==> src/rtl/modbus_pkg.sv <==
// Shared Modbus definitions for the RTU slave blocks.
// Holds the address/data widths, the exception code returned for illegal
// register accesses, the write-path FSM state encoding and a small address
// helper used by every block that maps Modbus addresses onto local indices.
package modbus_pkg;

    localparam int ADDR_W = 16;
    localparam int DATA_W = 16;

    localparam logic [7:0] EXC_ILLEGAL_ADDR = 8'h02;

    typedef enum logic [1:0] {
        ST_IDLE   = 2'd0,
        ST_STAGE  = 2'd1,
        ST_DRAIN  = 2'd2,
        ST_COMMIT = 2'd3
    } wr_state_e;

    // Local register index of a Modbus address; wraps modulo 2^16 so
    // addresses below the base land far out of range instead of aliasing.
    function automatic logic [ADDR_W-1:0] addr_offset(
        input logic [ADDR_W-1:0] addr,
        input logic [ADDR_W-1:0] base
    );
        return addr - base;
    endfunction

endpackage

==> src/rtl/modbus_holding_reg_bank_if.sv <==
// Word-serial request bus between the Modbus function handler (master)
// and the holding-register bank (slave).
//   write: wr_req/wr_addr/wr_data/wr_last in, wr_done/wr_status back
//   read : rd_req/rd_addr in, rd_vld/rd_data/rd_err back one cycle later
interface modbus_holding_reg_bank_if;
    import modbus_pkg::*;

    logic              wr_req;
    logic [ADDR_W-1:0] wr_addr;
    logic [DATA_W-1:0] wr_data;
    logic              wr_last;
    logic              wr_done;
    logic              wr_status;
    logic              rd_req;
    logic [ADDR_W-1:0] rd_addr;
    logic [DATA_W-1:0] rd_data;
    logic              rd_vld;
    logic              rd_err;

    modport master (
        output wr_req, wr_addr, wr_data, wr_last, rd_req, rd_addr,
        input  wr_done, wr_status, rd_data, rd_vld, rd_err
    );

    modport slave (
        input  wr_req, wr_addr, wr_data, wr_last, rd_req, rd_addr,
        output wr_done, wr_status, rd_data, rd_vld, rd_err
    );

endinterface

==> src/rtl/modbus_irq_stretch.sv <==
// Reloadable pulse stretcher: a load strobe raises irq_o on the next cycle
// and keeps it high for INTR_CLOCK cycles. A load while the pulse is still
// running restarts the count, so overlapping events extend one pulse.
// Ports: clk, rst_n (async, active low), load (event strobe), irq_o.
module modbus_irq_stretch #(
    parameter int INTR_CLOCK = 5
) (
    input  logic clk,
    input  logic rst_n,
    input  logic load,
    output logic irq_o
);

    localparam int CW = $clog2(INTR_CLOCK + 1);

    logic [CW-1:0] cnt_r;
    logic [CW-1:0] cnt_next_s;
    logic          irq_r;

    // Next count: reload on an event, otherwise run down to zero and stop.
    always_comb begin
        cnt_next_s = cnt_r;
        if (load) begin
            cnt_next_s = CW'(INTR_CLOCK);
        end else if (cnt_r != {CW{1'b0}}) begin
            cnt_next_s = cnt_r - CW'(1);
        end else begin
            cnt_next_s = cnt_r;
        end
    end

    // Counter and registered pulse; the pulse mirrors the next count so it
    // stays high exactly INTR_CLOCK cycles after the last load.
    always_ff @(posedge clk or negedge rst_n) begin
        if (!rst_n) begin
            cnt_r <= {CW{1'b0}};
            irq_r <= 1'b0;
        end else begin
            cnt_r <= cnt_next_s;
            irq_r <= (cnt_next_s != {CW{1'b0}});
        end
    end

    assign irq_o = irq_r;

endmodule

==> src/rtl/modbus_holding_reg_bank.sv <==
// Parametrised Modbus holding-register bank.
// Serves func 03 reads and func 06/16 writes arriving one word per strobe.
// Words of a write are staged in a shadow store and committed to the live
// registers in a single cycle once the whole transaction proved legal; any
// out-of-range or read-only word rejects the entire transaction.
// Ports:
//   clk, rst_n     clock, async active-low reset
//   bus            request bus (slave side)
//   regs_o         live register contents, reg i at [16i+15:16i]
//   reg_update_o   sticky per-register written flags
//   update_clr     per-bit clear of reg_update_o (a same-cycle commit wins)
//   irq_o          stretched write-complete interrupt
module modbus_holding_reg_bank
    import modbus_pkg::*;
#(
    parameter int                       NUM_REGS   = 8,
    parameter logic [15:0]              BASE_ADDR  = 16'h0000,
    parameter logic [NUM_REGS-1:0]      RO_MASK    = {NUM_REGS{1'b0}},
    parameter logic [NUM_REGS*16-1:0]   RESET_VAL  = {NUM_REGS{16'h0}},
    parameter int                       INTR_CLOCK = 5
) (
    input  logic                       clk,
    input  logic                       rst_n,
    modbus_holding_reg_bank_if.slave   bus,
    output logic [NUM_REGS*DATA_W-1:0] regs_o,
    output logic [NUM_REGS-1:0]        reg_update_o,
    input  logic [NUM_REGS-1:0]        update_clr,
    output logic                       irq_o
);

    wr_state_e         state_r;
    logic [DATA_W-1:0] shadow_r [NUM_REGS];
    logic [DATA_W-1:0] regs_r   [NUM_REGS];
    logic [NUM_REGS-1:0] pend_r;
    logic [NUM_REGS-1:0] update_r;

    logic [ADDR_W-1:0] wr_idx_s;
    logic [ADDR_W-1:0] rd_idx_s;
    logic [NUM_REGS-1:0] wr_sel_s;
    logic [NUM_REGS-1:0] rd_sel_s;
    logic              wr_legal_s;
    logic              rd_hit_s;
    logic [DATA_W-1:0] rd_word_s;
    logic              commit_s;

    logic              wr_done_r;
    logic              wr_status_r;
    logic              rd_vld_r;
    logic              rd_err_r;
    logic [DATA_W-1:0] rd_data_r;

    // Address decode: one-hot selects for both ports; an empty select means
    // out of range, so legality and read muxing need no variable indexing.
    always_comb begin
        wr_idx_s  = addr_offset(bus.wr_addr, BASE_ADDR);
        rd_idx_s  = addr_offset(bus.rd_addr, BASE_ADDR);
        wr_sel_s  = {NUM_REGS{1'b0}};
        rd_sel_s  = {NUM_REGS{1'b0}};
        rd_word_s = 16'h0000;
        for (int i = 0; i < NUM_REGS; i++) begin
            wr_sel_s[i] = (wr_idx_s == ADDR_W'(i));
            rd_sel_s[i] = (rd_idx_s == ADDR_W'(i));
            rd_word_s   = rd_word_s | (rd_sel_s[i] ? regs_r[i] : 16'h0000);
        end
        wr_legal_s = |(wr_sel_s & ~RO_MASK);
        rd_hit_s   = |rd_sel_s;
    end

    assign commit_s = (state_r == ST_COMMIT);

    // Write FSM with shadow store, pending mask and registered completion.
    always_ff @(posedge clk or negedge rst_n) begin
        if (!rst_n) begin
            state_r     <= ST_IDLE;
            pend_r      <= {NUM_REGS{1'b0}};
            wr_done_r   <= 1'b0;
            wr_status_r <= 1'b0;
            for (int i = 0; i < NUM_REGS; i++) begin
                shadow_r[i] <= 16'h0000;
            end
        end else begin
            wr_done_r   <= 1'b0;
            wr_status_r <= 1'b0;
            case (state_r)
                ST_IDLE, ST_STAGE: begin
                    if (bus.wr_req && wr_legal_s) begin
                        // Repeated indices simply overwrite: last word wins.
                        for (int i = 0; i < NUM_REGS; i++) begin
                            if (wr_sel_s[i]) begin
                                shadow_r[i] <= bus.wr_data;
                            end
                        end
                        pend_r  <= pend_r | wr_sel_s;
                        state_r <= bus.wr_last ? ST_COMMIT : ST_STAGE;
                    end else if (bus.wr_req) begin
                        pend_r <= {NUM_REGS{1'b0}};
                        if (bus.wr_last) begin
                            wr_done_r   <= 1'b1;
                            wr_status_r <= 1'b1;
                            state_r     <= ST_IDLE;
                        end else begin
                            state_r <= ST_DRAIN;
                        end
                    end
                end
                ST_DRAIN: begin
                    // Swallow the rest of a doomed transaction.
                    if (bus.wr_req && bus.wr_last) begin
                        wr_done_r   <= 1'b1;
                        wr_status_r <= 1'b1;
                        pend_r      <= {NUM_REGS{1'b0}};
                        state_r     <= ST_IDLE;
                    end
                end
                ST_COMMIT: begin
                    // Any word arriving here is a protocol violation; dropped.
                    wr_done_r   <= 1'b1;
                    wr_status_r <= 1'b0;
                    pend_r      <= {NUM_REGS{1'b0}};
                    state_r     <= ST_IDLE;
                end
                default: begin
                    pend_r  <= {NUM_REGS{1'b0}};
                    state_r <= ST_IDLE;
                end
            endcase
        end
    end

    // Live registers and sticky update flags; a commit beats a same-cycle clear.
    always_ff @(posedge clk or negedge rst_n) begin
        if (!rst_n) begin
            update_r <= {NUM_REGS{1'b0}};
            for (int i = 0; i < NUM_REGS; i++) begin
                regs_r[i] <= RESET_VAL[i*16 +: 16];
            end
        end else begin
            for (int i = 0; i < NUM_REGS; i++) begin
                if (commit_s && pend_r[i]) begin
                    regs_r[i] <= shadow_r[i];
                end
            end
            update_r <= (update_r & ~update_clr) |
                        (commit_s ? pend_r : {NUM_REGS{1'b0}});
        end
    end

    // Read port: always sees committed registers, so a read in the commit
    // cycle returns the pre-commit value.
    always_ff @(posedge clk or negedge rst_n) begin
        if (!rst_n) begin
            rd_vld_r  <= 1'b0;
            rd_err_r  <= 1'b0;
            rd_data_r <= 16'h0000;
        end else begin
            rd_vld_r <= bus.rd_req;
            rd_err_r <= bus.rd_req & ~rd_hit_s;
            if (bus.rd_req) begin
                rd_data_r <= rd_word_s;
            end
        end
    end

    modbus_irq_stretch #(
        .INTR_CLOCK (INTR_CLOCK)
    ) u_irq_stretch (
        .clk   (clk),
        .rst_n (rst_n),
        .load  (commit_s),
        .irq_o (irq_o)
    );

    for (genvar g = 0; g < NUM_REGS; g++) begin : g_regs_flat
        assign regs_o[g*16 +: 16] = regs_r[g];
    end

    assign reg_update_o  = update_r;
    assign bus.wr_done   = wr_done_r;
    assign bus.wr_status = wr_status_r;
    assign bus.rd_vld    = rd_vld_r;
    assign bus.rd_err    = rd_err_r;
    assign bus.rd_data   = rd_data_r;

endmodule

==> src/flat_wrapper.sv <==
// flat-port wrapper written by rule: the top's interface ports become plain ports
module modbus_holding_reg_bank_flat import modbus_pkg::*;
#(
    parameter int                       NUM_REGS   = 8,
    parameter logic [15:0]              BASE_ADDR  = 16'h0000,
    parameter logic [NUM_REGS-1:0]      RO_MASK    = {NUM_REGS{1'b0}},
    parameter logic [NUM_REGS*16-1:0]   RESET_VAL  = {NUM_REGS{16'h0}},
    parameter int                       INTR_CLOCK = 5
)
  (clk, rst_n, regs_o, reg_update_o, update_clr, irq_o, bus_wr_req, bus_wr_addr, bus_wr_data, bus_wr_last, bus_rd_req, bus_rd_addr, bus_wr_done, bus_wr_status, bus_rd_data, bus_rd_vld, bus_rd_err);
  modbus_holding_reg_bank_if bus_i ();
  input  logic clk;
  input  logic rst_n;
  output logic [NUM_REGS*DATA_W-1:0] regs_o;
  output logic [NUM_REGS-1:0] reg_update_o;
  input  logic [NUM_REGS-1:0] update_clr;
  output logic irq_o;
  input wire logic [$bits(bus_i.wr_req)-1:0] bus_wr_req;
  input wire logic [$bits(bus_i.wr_addr)-1:0] bus_wr_addr;
  input wire logic [$bits(bus_i.wr_data)-1:0] bus_wr_data;
  input wire logic [$bits(bus_i.wr_last)-1:0] bus_wr_last;
  input wire logic [$bits(bus_i.rd_req)-1:0] bus_rd_req;
  input wire logic [$bits(bus_i.rd_addr)-1:0] bus_rd_addr;
  output wire logic [$bits(bus_i.wr_done)-1:0] bus_wr_done;
  output wire logic [$bits(bus_i.wr_status)-1:0] bus_wr_status;
  output wire logic [$bits(bus_i.rd_data)-1:0] bus_rd_data;
  output wire logic [$bits(bus_i.rd_vld)-1:0] bus_rd_vld;
  output wire logic [$bits(bus_i.rd_err)-1:0] bus_rd_err;
  assign bus_i.wr_req = bus_wr_req;
  assign bus_i.wr_addr = bus_wr_addr;
  assign bus_i.wr_data = bus_wr_data;
  assign bus_i.wr_last = bus_wr_last;
  assign bus_i.rd_req = bus_rd_req;
  assign bus_i.rd_addr = bus_rd_addr;
  assign bus_wr_done = bus_i.wr_done;
  assign bus_wr_status = bus_i.wr_status;
  assign bus_rd_data = bus_i.rd_data;
  assign bus_rd_vld = bus_i.rd_vld;
  assign bus_rd_err = bus_i.rd_err;
  modbus_holding_reg_bank #(.NUM_REGS(NUM_REGS), .BASE_ADDR(BASE_ADDR), .RO_MASK(RO_MASK), .RESET_VAL(RESET_VAL), .INTR_CLOCK(INTR_CLOCK)) u_core (.clk(clk), .rst_n(rst_n), .bus(bus_i), .regs_o(regs_o), .reg_update_o(reg_update_o), .update_clr(update_clr), .irq_o(irq_o));
endmodule
==> config.mk <==
export PLATFORM = sky130hd
export DESIGN_NAME = modbus_holding_reg_bank_flat
export DESIGN_NICKNAME = d
export VERILOG_FILES = /design/src/rtl/modbus_pkg.sv /design/src/rtl/modbus_holding_reg_bank_if.sv /design/src/rtl/modbus_irq_stretch.sv /design/src/rtl/modbus_holding_reg_bank.sv /design/src/flat_wrapper.sv
export SDC_FILE = /design/constraint.sdc
export NUM_CORES = 1
export LEC_CHECK = 0
export ABC_AREA = 0
export ABC_CLOCK_PERIOD_IN_PS = 2100
export CORE_ASPECT_RATIO = 2
export CORE_UTILIZATION = 53
export CTS_CLUSTER_DIAMETER = 120
export DETAILED_ROUTE_END_ITERATION = 8
export PLACE_DENSITY = 0.79
export SETUP_SLACK_MARGIN = 0.1
export SKIP_CTS_REPAIR_TIMING = 1
export SYNTH_ARGS = -nofsm -noshare
export SYNTH_HDL_FRONTEND = slang
export SYNTH_SLANG_ARGS = --single-unit
==> constraint.sdc <==
create_clock -name clk -period 2.1 [get_ports clk]
set_input_delay 0.42 -clock clk [delete_from_list [all_inputs] [get_ports clk]]
set_output_delay 0.42 -clock clk [all_outputs]
set_load 0.03 [all_outputs]
# Word-level counts from Yosys, hierarchy flattened
# Cells that the tools add are included.
# op_classes
reduce_logical	27
bitwise_logic	13
addsub	1
n_eq_ne	19
muxes	27
# ops
op	count
16-bit by 3-bit equality test with 1-bit output, second input constant	8
16-bit two-way mux	8
16-bit bitwise OR	7
16-bit by 2-bit equality test with 1-bit output, second input constant	4
16-bit by 1-bit equality test with 1-bit output, second input constant	2
16-bit zero test	2
8-bit two-way mux	4
8-bit case mux with 3 select lines	1
3-bit AND reduction	8
8-bit bitwise OR	2
8-bit OR reduction	2
1-bit logical AND	10
2-bit two-way mux	5
8-bit bitwise AND	1
8-bit NOT	1
3-bit two-way mux	2
1-bit case mux with 3 select lines	2
2-bit case mux with 3 select lines	1
3-bit nonzero test	2
2-bit equality test, second input constant	2
1-bit two-way mux	4
3-bit by 2-bit inequality test with 1-bit output, second input constant	1
3-bit by 1-bit subtractor with 3-bit output, second input constant	1
2-bit by 1-bit equality test with 1-bit output, second input constant	1
other kinds (6)	6
# totals
out_inout_bits	157
word_cells	113
input_bits	61
reg_bits	298

# Longest topological paths before layout
# Gate-level depths: netlist of the first run.
# logic_depth
ltp_word	9
mapped_depth	7

# Cells and area by module
# From an unflattened synthesis of the first run, not the netlist that was laid out.
# hier_totals
hier_cells	816
area_unflattened_um2	12180.4
# by_module_without_submodules
module	cells_each	seq_area_each_um2	instances	area_each_um2
modbus_holding_reg_bank	797	7357.1	1	11966.5
modbus_irq_stretch	19	100.1	1	214.0

# Worst setup path after synthesis of the first run
# Ideal clock, no wire load.
# synth_timing
path_kind	input-to-reg
from	input bus_wr_addr[3]
to	register u_core.shadow_r[22] in the netlist's numbering
setup_ns	0.127
stages	7
arrival_ns	1.867
n_path_buf	2
setup_slack_ns	0.105
path_cell_list	nor4_2 > nand4_2 > nor3_2 > and3b_1 > buf_4 > buf_8 > mux2_1
# synth_via
elab_chain_cells	4
elab_cells_between_ends	11
classes_between	eq/ne: 7; reduce/logical: 4
# synth_lines
item	line	rtl
start, declared	flat_wrapper.sv:19	input wire logic [$bits(bus_i.wr_addr)-1:0] bus_wr_addr;
16-bit by 1-bit equality test with 1-bit output (tied with other cells)	modbus_holding_reg_bank.sv:61	wr_sel_s[i] = (wr_idx_s == ADDR_W'(i));
8-bit OR reduction	modbus_holding_reg_bank.sv:65	wr_legal_s = |(wr_sel_s & ~RO_MASK);
1-bit logical AND	modbus_holding_reg_bank.sv:86	if (bus.wr_req && wr_legal_s) begin
3-bit AND reduction (no source line) *	n/a	
end signal, assigned by index	modbus_holding_reg_bank.sv:90	shadow_r[i] <= bus.wr_data;
end, declared	modbus_holding_reg_bank.sv:32	logic [DATA_W-1:0] shadow_r [NUM_REGS];
# Mark *: on every way between the ends. The rest lies on a longest branch, timed or not.
# A chain may end at the register's enable or synchronous reset.

# Worst setup path after layout of the first run
# layout_timing
from	register u_core.update_r[4] (netlist: u_core.reg_update_o[4])
to	output reg_update_o[4]
# layout_lines
item	line	rtl
start, declared	modbus_holding_reg_bank.sv:35	logic [NUM_REGS-1:0] update_r;
start signal, assigned	modbus_holding_reg_bank.sv:133	update_r <= {NUM_REGS{1'b0}};
start signal, assigned	modbus_holding_reg_bank.sv:143	update_r <= (update_r & ~update_clr) |
end, declared	flat_wrapper.sv:15	output logic [NUM_REGS-1:0] reg_update_o;
# No word-level cell between the ends.

==> flow_summary.yaml, run 1 <==
synthesis:
  ys.flop_type: "dfrtp_1"
  syn_inst: 807
  synth-edff-count: 0
  synth.distinct_cells: 47
  synth_fp_nets: 871
  netlist_top_cells_area: "dfrtp_1 (61%), mux2_2 (19%), mux2_1 (5.0%)"
  synth_top_area_cell: "dfrtp_1"
  syn_area_um2: 12200
  synth_warnings: 0
  async_flop_share: 1.00
  synth_seq_cells: 298
  syn_avg_cell_area_um2: 15.2
  yosysSeqAreaShare: 0.610
  synth.top_cell.area_share: 0.610
timing:
  finClkSkew_ns: 0.0102
  tightest_slew_ns: 0.570
  rsz0062_at_grt: "false"
  min_period_ns: 1.96
  fmax_mhz: 509
  hold_viol_final: 0
  hold_ws_ns: 0.418
  maxSlewViolCount: 0
  max_slew_margin: 0.620
  setup_violations: 0
  post-route-period-util: 0.935
  fin_ws_ns: 0.136
floorplan:
  start_util: 0.540
  die_h_um: 217
  dieArea_um2: 23700
  core_um2: 22600
  die_w_um: 109
  io_pins: 218
  num_rows: 78
grt:
  grt_max_degree: 69
  overflow: 0
  grt_pass1_wl_um: 49500
  antenna_found_initial: 0
  first_global_vias: 8547
  globalRouteTotalUtil: 0.286
placed_design:
  place_inst: 1335
  port_buffers: 217
  place_hpwl_um: 23100
  dpl_worst_slack_ns: -0.432
  post_dp_cell_area_um2: 15200
  routabilityCongestion: 0.890
setup_path:
  crit_path_top_delay_cell: "clkdlybuf4s50_1"
  crit_fanout: 2
  worst_r2r_path_depth: 6
  path_depth: 1
  path_cells: "clkdlybuf4s50_1"
  crit_buf_inv: 1
  end_kind: "primary output"
  cp_data_arrival_time_ns: 1.54
  critPathMaxStageDelay_ns: 0.67
  cp_top_family: "buffers and inverters"
  crit_type: "flop to primary output"
  start_kind: "flop"
  required_ns: 1.68
layout:
  instances_no_fill: 1384
  fin_nets: 1151
  final_cell_mix: "dfrtp_1 (298), mux2_2 (204), dlymetal6s2s_1 (162), clkdlybuf4s50_1 (53), mux2_1 (48)"
  drive_above_1_share: 0.319
  final_common_cell: "dfrtp_1"
  post-route-util: 0.734
  syn_to_final_growth_pct: 36.0
  diodes: 0
  fin_area_um2: 16600
drt:
  drt-total-wl_um: 33700
  dr.pass1.iters: 5
  wl_per_cell_um: 24.4
  ant_nets: 0
  vias_per_cell: 5.87
  vias: 8119
  drt_iter0_drc: 348
  drc: 0
outcome:
  outcome: "completed"
cts:
  numClockSinks: 298
  cts_root_buf: "clkbuf_16"
  ctsHtreeMaxLevel: 1
  clkLatencyLatePin_ns: 0.54
  numCtsBuffers: 25
  cts_buffer_depth: 3
  cts.clk_slew.worst_paths_ns: 0.07
  cts_tree: "built"
pwr:
  ir_worst_vdd_v: 0.000608
  powerDensity_nw_per_um2: 684
  power.leakage_nw: 10.7
min_path:
  hold_class: "input pin to asynchronous set/reset pin"
run:
  drv_cap: 0
[area by class of cell]
type                       count  area (um^2)
clock inverter                 9          109
fill                        1446         6010
multi-input combinational    446         4450
tap                          280          350
inverter                      28          105
sequential                   298         7460
clock buffer                  35          723
timing repair buffer         288         3430
[logic make-up (layout without fill, tap and decap cells)]
group,after synthesis,count (layout),synth area share
fa+ha+maj,3,3,0.00307
flops,298,298,0.610
xor+xnor,2,2,0.00143
simple gates,86,86,0.0402
compound gates,68,68,0.0382
buf+inv,63,360,0.0295
mux,287,287,0.278
[path summary, 6_finish.rpt]
kind / end / slack (ns) / start
max reg2reg: u_core.shadow_r[107]$_DFFE_PN0P_ / 0.17 / u_core.state_r[1]$_DFFE_PN0P_
min reg2reg: u_core.pend_r[4]$_DFFE_PN0P_ / 0.48 / u_core.pend_r[4]$_DFFE_PN0P_
min in group clk: u_core.reg_update_o[1]$_DFF_PN0_ / 0.44 / update_clr[1]
max: reg_update_o[4] / 0.14 / u_core.reg_update_o[4]$_DFF_PN0_
max in group asynchronous: u_core.reg_update_o[4]$_DFF_PN0_ / 0.92 / rst_n
min: u_core.reg_update_o[7]$_DFF_PN0_ / 0.42 / rst_n
[sequential cells by signal (all words and copies together), names as in the netlist, 2 cells and up]
register	count
u_core.pend_r	8
u_core.state_r	2
u_core.reg_update_o	8
u_core.regs_o	128
u_core.bus.rd_data	16
u_core.shadow_r	128
u_core.u_irq_stretch.cnt_r	3
[report_power, final]
part	total (mW)	switching [mW]	internal, mW
sequential	5.83	0.0324	5.79
clock	4.76	2.10	2.66
combinational	0.777	0.465	0.311
total	11.4	2.60	8.77
[stage by stage]
stage / setup TNS [ns] / power (mW)
after global routing: 0 / 11.7
after detailed placement: -48.58 / 6.72
after floorplan: 0 / 6.20
after CTS: -0.0179 / 11.4
after global placement: -39.49 / 6.70
final: 0 / 11.4
[synth_stat cells (all sizes together), types with 2 or more instances]
| cell | instances |
|---|---|
| clkbuf | 6 |
| a221oi | 8 |
| nor4 | 5 |
| nand2b | 4 |
| mux4 | 16 |
| ha | 3 |
| nor2b | 2 |
| nor3b | 2 |
| o21ai | 18 |
| a221o | 2 |
| a21o | 6 |
| inv | 28 |
| mux2i | 13 |
| nand3b | 2 |
| o22ai | 2 |
| and3b | 4 |
| o221ai | 5 |
| nand2 | 21 |
| mux2 | 258 |
| nand3 | 4 |
| and2 | 2 |
| and3 | 3 |
| a21oi | 10 |
| nand4 | 6 |
| nor2 | 26 |
| a22oi | 7 |
| nor3 | 4 |
| dfrtp | 298 |
| o22a | 5 |
| buf | 29 |
[layer usage]
metal	wire length [um]	track usage
met5	0	0
met1	11900	0.331
met2	18300	0.497
met4	2100	0.182
met3	1480	0.0276
Power figures use the tool's default switching activity.
==> run 2, diff against run 1 <==
Settings changed: CORE_ASPECT_RATIO 2 to not set, SYNTH_HIERARCHICAL set to 1.
==> run 2 against run 1 <==
Sequential cell count stayed put. Via count is 1.8% higher. Critical path depth rose by 8. Register-to-register slack got worse by 0.02 ns. Sequential power hardly changed. Critical endpoint is now u_core/bus.rd_data[1]$_DFFE_PN0P_. Sequential share of layout area is 1.6 points lower. Design area is 3.7% higher. Non-clock buffer count grew 13. Global-route usage decreased by 1.0 points.
==> flow_summary.yaml, run 2 <==
layout:
  final_common_cell: "dfrtp_1"
  seqCellArea_um2: 7460
  drive_above_1_share: 0.407
  multi_input_area_um2: 4720
  diodes: 0
  post-route-util: 0.764
  fin_nets: 1176
  fin_area_um2: 17200
  final_cell_mix: "dfrtp_1 (298), mux2_2 (268), dlymetal6s2s_1 (173), buf_4 (43), clkdlybuf4s50_1 (42)"
  syn_to_final_growth_pct: 41.6
  nFillCells: 1342
pwr:
  power.leakage_nw: 11.1
  p_total_mw: 11.8
  ir_worst_vdd_v: 0.000728
  powerDensity_nw_per_um2: 687
timing:
  min_period_ns: 2.09
  post-route-period-util: 0.993
  rsz0062_at_grt: "true"
  setup_violations: 0
  max_slew_margin: 0.639
  maxSlewViolCount: 0
  tightest_slew_ns: 0.539
  finClkSkew_ns: 0.0129
  fmax_mhz: 479
  hold_viol_final: 0
synthesis:
  syn_avg_cell_area_um2: 14.9
  syn_area_um2: 12200
  post-synth-top-count-cell: "dfrtp_1"
  synth_warnings: 6
  netlist_top_cells_area: "dfrtp_1 (61%), mux2_2 (26%), a22o_1 (1.0%)"
  ys.flop_type: "dfrtp_1"
  synth_top_area_cell: "dfrtp_1"
  synth-edff-count: 0
  synth.top_cell.area_share: 0.612
  synth_fp_nets: 880
  yosys-top-cells-count: "dfrtp_1 (298), mux2_2 (283), nor2_1 (23)"
  synth.distinct_cells: 50
  yosysSeqAreaShare: 0.612
  synth_seq_cells: 298
  async_flop_share: 1.00
  syn_inst: 816
run:
  drv_cap: 0
drt:
  vias: 8265
  drt_iter0_drc: 434
  wl_per_cell_um: 23.9
  drc: 0
  drt-total-wl_um: 33900
  vias_per_cell: 5.83
  dr.pass1.iters: 5
  ant_nets: 0
setup_path:
  worst_r2r_path_depth: 6
  critPathMostFrequentCell: "buf_4"
  start_kind: "input pin"
  crit_path_top_delay_cell: "or4_4"
  path_cells: "clkdlybuf4s50_1, or4_4, buf_4, nor4_4, buf_4, buf_12, a22oi_1, and3_1, a31oi_1"
  required_ns: 2.56
  crit_type: "input pin to flop"
  crit_fanout: 7
  end_kind: "flop"
  critPathMaxStageDelay_ns: 0.45
  cp_data_arrival_time_ns: 2.55
floorplan:
  dieArea_um2: 23600
  io_pins: 218
  num_rows: 55
  die_w_um: 154
  die_h_um: 154
  start_util: 0.540
  core_um2: 22600
grt:
  grt_max_degree: 72
  antenna_found_initial: 0
  grt_pass1_wl_um: 49900
  overflow: 0
  globalRouteTotalUtil: 0.276
  first_global_vias: 8750
cts:
  cts_tree: "built"
  clkLatencyLatePin_ns: 0.56
  numCtsBuffers: 30
  cts_buffer_depth: 3
  ctsHtreeMaxLevel: 1
  cts_root_buf: "clkbuf_16"
  cts.clk_slew.worst_paths_ns: 0.06
  numClockSinks: 298
placed_design:
  post_dp_cell_area_um2: 15400
  port_buffers: 217
  routabilityCongestion: 0.830
  place_hpwl_um: 22700
outcome:
  outcome: "completed"
min_path:
  hold_class: "input pin to asynchronous set/reset pin"
## run 2: cell count changes after synthesis, moves of 6 or more
cell,delta
a21oi_1,-8
a22o_1,+14
a22oi_1,+6
a31oi_1,+15
buf_2,-7
clkbuf_1,+15
inv_1,-10
mux2_1,-54
mux2_2,+79
mux2i_1,-12
mux4_2,-13
## run 2: final cells by class
| class | count | area share |
|---|---|---|
| multi-input combinational | 462 | 0.274 |
| timing repair buffer | 301 | 0.213 |
| sequential | 298 | 0.432 |
| tap | 285 | 0.0207 |
| clock buffer | 40 | 0.0492 |
| clock inverter | 12 | 0.00718 |
| inverter | 19 | 0.00413 |
## run 2: path summary, 6_finish.rpt
path	endpoint	slack [ns]	startpoint
min	u_core/reg_update_o[5]$_DFF_PN0_	0.36	rst_n
max reg2reg	u_core/shadow_r[52]$_DFFE_PN0P_	0.15	u_core/state_r[1]$_DFFE_PN0P_
min in group clk	u_core/reg_update_o[0]$_DFF_PN0_	0.41	update_clr[0]
max	u_core/bus.rd_data[1]$_DFFE_PN0P_	0.01	bus_rd_addr[14]
max in group asynchronous	u_core/state_r[1]$_DFFE_PN0P_	1.03	rst_n
min reg2reg	u_core/pend_r[1]$_DFFE_PN0P_	0.49	u_core/pend_r[1]$_DFFE_PN0P_
## run 2: through the flow
stage               hold WS, ns  std cells  worst slack, ns  setup TNS (ns)
floorplan                 0.124        816           -0.317          -17.04
global placement          0.344       1346           -0.679          -76.32
detailed placement        0.350       1346           -0.744          -85.26
CTS                      -0.235       1398           -0.189           -9.31
global route              0.383       1417          -0.0484         -0.0484
finish                    0.359       1417           0.0145               0
## run 2: cells by family (layout without fill, tap and decap cells)
group / after synthesis / after routing / synth area share
XOR/XNOR: 2 / 2 / 0.00144
AND/OR/NAND/NOR: 87 / 87 / 0.0451
AO/OA/AOI/OAI: 83 / 83 / 0.0492
flip-flops: 298 / 298 / 0.612
buffers and inverters: 56 / 372 / 0.0210
adder cells (fa/ha/maj): 3 / 3 / 0.00308
multiplexers: 287 / 287 / 0.268
## run 2: routing by layer
metal	wire length (um)	global-route usage	up-vias	share of wire
met1	14100	0.367	4361	0.41
li1	-	-	3575	-
met4	1170	0.103	0	0.034
met5	0	0	-	0
met3	1340	0.0349	76	0.039
met2	17300	0.466	253	0.51
## run 2: worst max-delay path, delay by kind of cell
kind | cells | cell delay, ns
and+or+nand+nor | 3 | 0.99
buffers and inverters | 4 | 0.87
AOI/OAI and AO/OA | 2 | 0.26
## run 2: report_power, final
group	switching, mW	internal, mW
combinational	0.444	0.321
clock	2.18	3.06
sequential	0.0343	5.80
==> run 3, diff against run 2 <==
Settings changed: CTS_CLUSTER_DIAMETER 120 to 40, GPL_TIMING_DRIVEN set to 0.
==> run 3 against run 2 <==
Maximum frequency shrank 1.4%. Setup slack got worse by 0.030 ns. Clock skew increased by 0.0043 ns. Non-clock buffer count increased by 17. Largest cell class unchanged. Largest power group is now the clock network. Design area is 3.1% higher. Sequential share of layout area is 1.3 points lower. The flow now finishes with violations (negative hold slack, negative setup slack). Critical path type unchanged.
==> flow_summary.yaml, run 3 (synthesis gave the netlist of run 2 again) <==
outcome:
  outcome: "finished with violations"
  violations: "negative hold slack, negative setup slack"
setup_path:
  required_ns: 2.50
  start_kind: "input pin"
  crit_fanout: 8
  crit_path_top_delay_cell: "or3_4"
  path_cells: "dlymetal6s2s_1, nor4_4, nand4_4, or3_4, buf_8, nor3b_4, buf_6, clkbuf_16, mux2_4"
  worst_r2r_path_depth: 7
  crit_type: "input pin to flop"
  end_kind: "flop"
  r2r_slack_ns: -0.01
  critPathMaxStageDelay_ns: 0.41
  reg2reg_to: "u_core/shadow_r[58]$_DFFE_PN0P_"
  cp_data_arrival_time_ns: 2.51
  timing.rr.start: "u_core/state_r[1]$_DFFE_PN0P_"
pwr:
  power.leakage_nw: 11.2
  powerDensity_nw_per_um2: 760
  ir_worst_vdd_v: 0.000596
timing:
  max_slew_margin: 0.386
  min_period_ns: 2.12
  rsz0062_at_grt: "true"
  fin_ws_ns: -0.0154
  maxSlewViolCount: 0
  hold_viol_final: 68
  post-route-period-util: 1.01
  tightest_slew_ns: 0.915
  fmax_mhz: 473
  setup_violations: 4
  finClkSkew_ns: 0.0172
  hold_ws_ns: -0.154
drt:
  vias: 8572
  vias_per_cell: 5.90
  ant_nets: 0
  drt-total-wl_um: 36100
  drc: 0
  drt_iter0_drc: 558
  wl_per_cell_um: 24.8
  dr.pass1.iters: 7
layout:
  fin_nets: 1201
  nFillCells: 1180
  final_cell_mix: "dfrtp_1 (298), mux2_2 (236), dlymetal6s2s_1 (163), clkdlybuf4s50_1 (51), mux2_4 (47)"
  syn_to_final_growth_pct: 46.0
  multi_input_area_um2: 4860
  seqCellArea_um2: 7460
  instances_no_fill: 1453
  post-route-util: 0.788
  drive_above_1_share: 0.428
  final_common_cell: "dfrtp_1"
floorplan:
  io_pins: 218
  dieArea_um2: 23600
  die_h_um: 154
  core_um2: 22600
  start_util: 0.540
  num_rows: 55
  die_w_um: 154
cts:
  cts_buffer_depth: 3
  ctsHtreeMaxLevel: 2
  cts.clk_slew.worst_paths_ns: 0.06
  cts_tree: "built"
  numCtsBuffers: 38
  cts_root_buf: "clkbuf_16"
  numClockSinks: 298
  clkLatencyLatePin_ns: 0.52
grt:
  grt_pass1_wl_um: 48200
  globalRouteTotalUtil: 0.270
  antenna_found_initial: 1
  grt_max_degree: 125
  overflow: 0
  first_global_vias: 8290
placed_design:
  dpl_worst_slack_ns: -1.46
  routabilityCongestion: 0.846
  place_hpwl_um: 21600
  port_buffers: 215
  place_inst: 1318
run:
  drv_cap: 0
min_path:
  hold_class: "input pin to asynchronous set/reset pin"
run 3: cell count changes in the layout (fill, tap and decap cells not counted), sizes merged, moves of 2 or more:
cell and delta:
clkbuf +22, dlymetal6s2s -10, inv +5, buf +2, clkinvlp +6, clkdlybuf4s50 +9, bufinv +3
run 3: metal layers:
layer	part of all wire	track usage	vias up
met4	0.042	0.107	0
met1	0.40	0.359	4475
met2	0.50	0.445	354
li1	-	-	3641
met5	0	0	-
met3	0.055	0.0451	102
run 3: how the worst max path moves through the flow:
stage | start | end | slack (ns) | depth (start not counted)
finish | bus_wr_addr[7] | u_core/shadow_r[58]$_DFFE_PN0P_ | -0.02 | 9
global route | bus_wr_addr[7] | u_core/shadow_r[57]$_DFFE_PN0P_ | -0.06 | 9
CTS | bus_rd_addr[1] | u_core/bus.rd_data[10]$_DFFE_PN0P_ | -0.96 | 7
detailed placement | bus_rd_addr[1] | u_core/bus.rd_data[10]$_DFFE_PN0P_ | -1.46 | 7
global placement | rst_n | u_core/state_r[0]$_DFFE_PN0P_ | -12.10 | 1
floorplan | bus_wr_addr[3] | u_core/shadow_r[102]$_DFFE_PN0P_ | -0.32 | 7
run 3: power by group:
part / switching (mW) / internal [mW]
combinational: 0.444 / 0.312
sequential: 0.0414 / 5.80
clock: 2.61 / 4.30
run 3: per-stage QoR:
step,cell area [um^2],TNS (ns),total power [mW]
after detailed placement,15000,-159.69,6.64
final,17800,-0.0446,13.5
after global routing,17800,-0.466,13.9
after CTS,16400,-79.17,13.5
after global placement,14900,-3749.58,6.62
after floorplan,12400,-17.04,6.22
run 3: final cells by class:
type	instances	area share
plain buffers	37	0.0205
flip-flops and latches	298	0.419
well taps	285	0.0201
repair buffers	281	0.185
multi-input cells	462	0.273
diodes	1	0.000141
inverters	19	0.00401
clock inverters	25	0.0175
clock buffers	45	0.0597
run 3: worst max-delay path: cells and delay by family:
kind          cells  cell delay [ns]
buf+inv           4             0.67
mux               1             0.29
simple gates      4             1.13
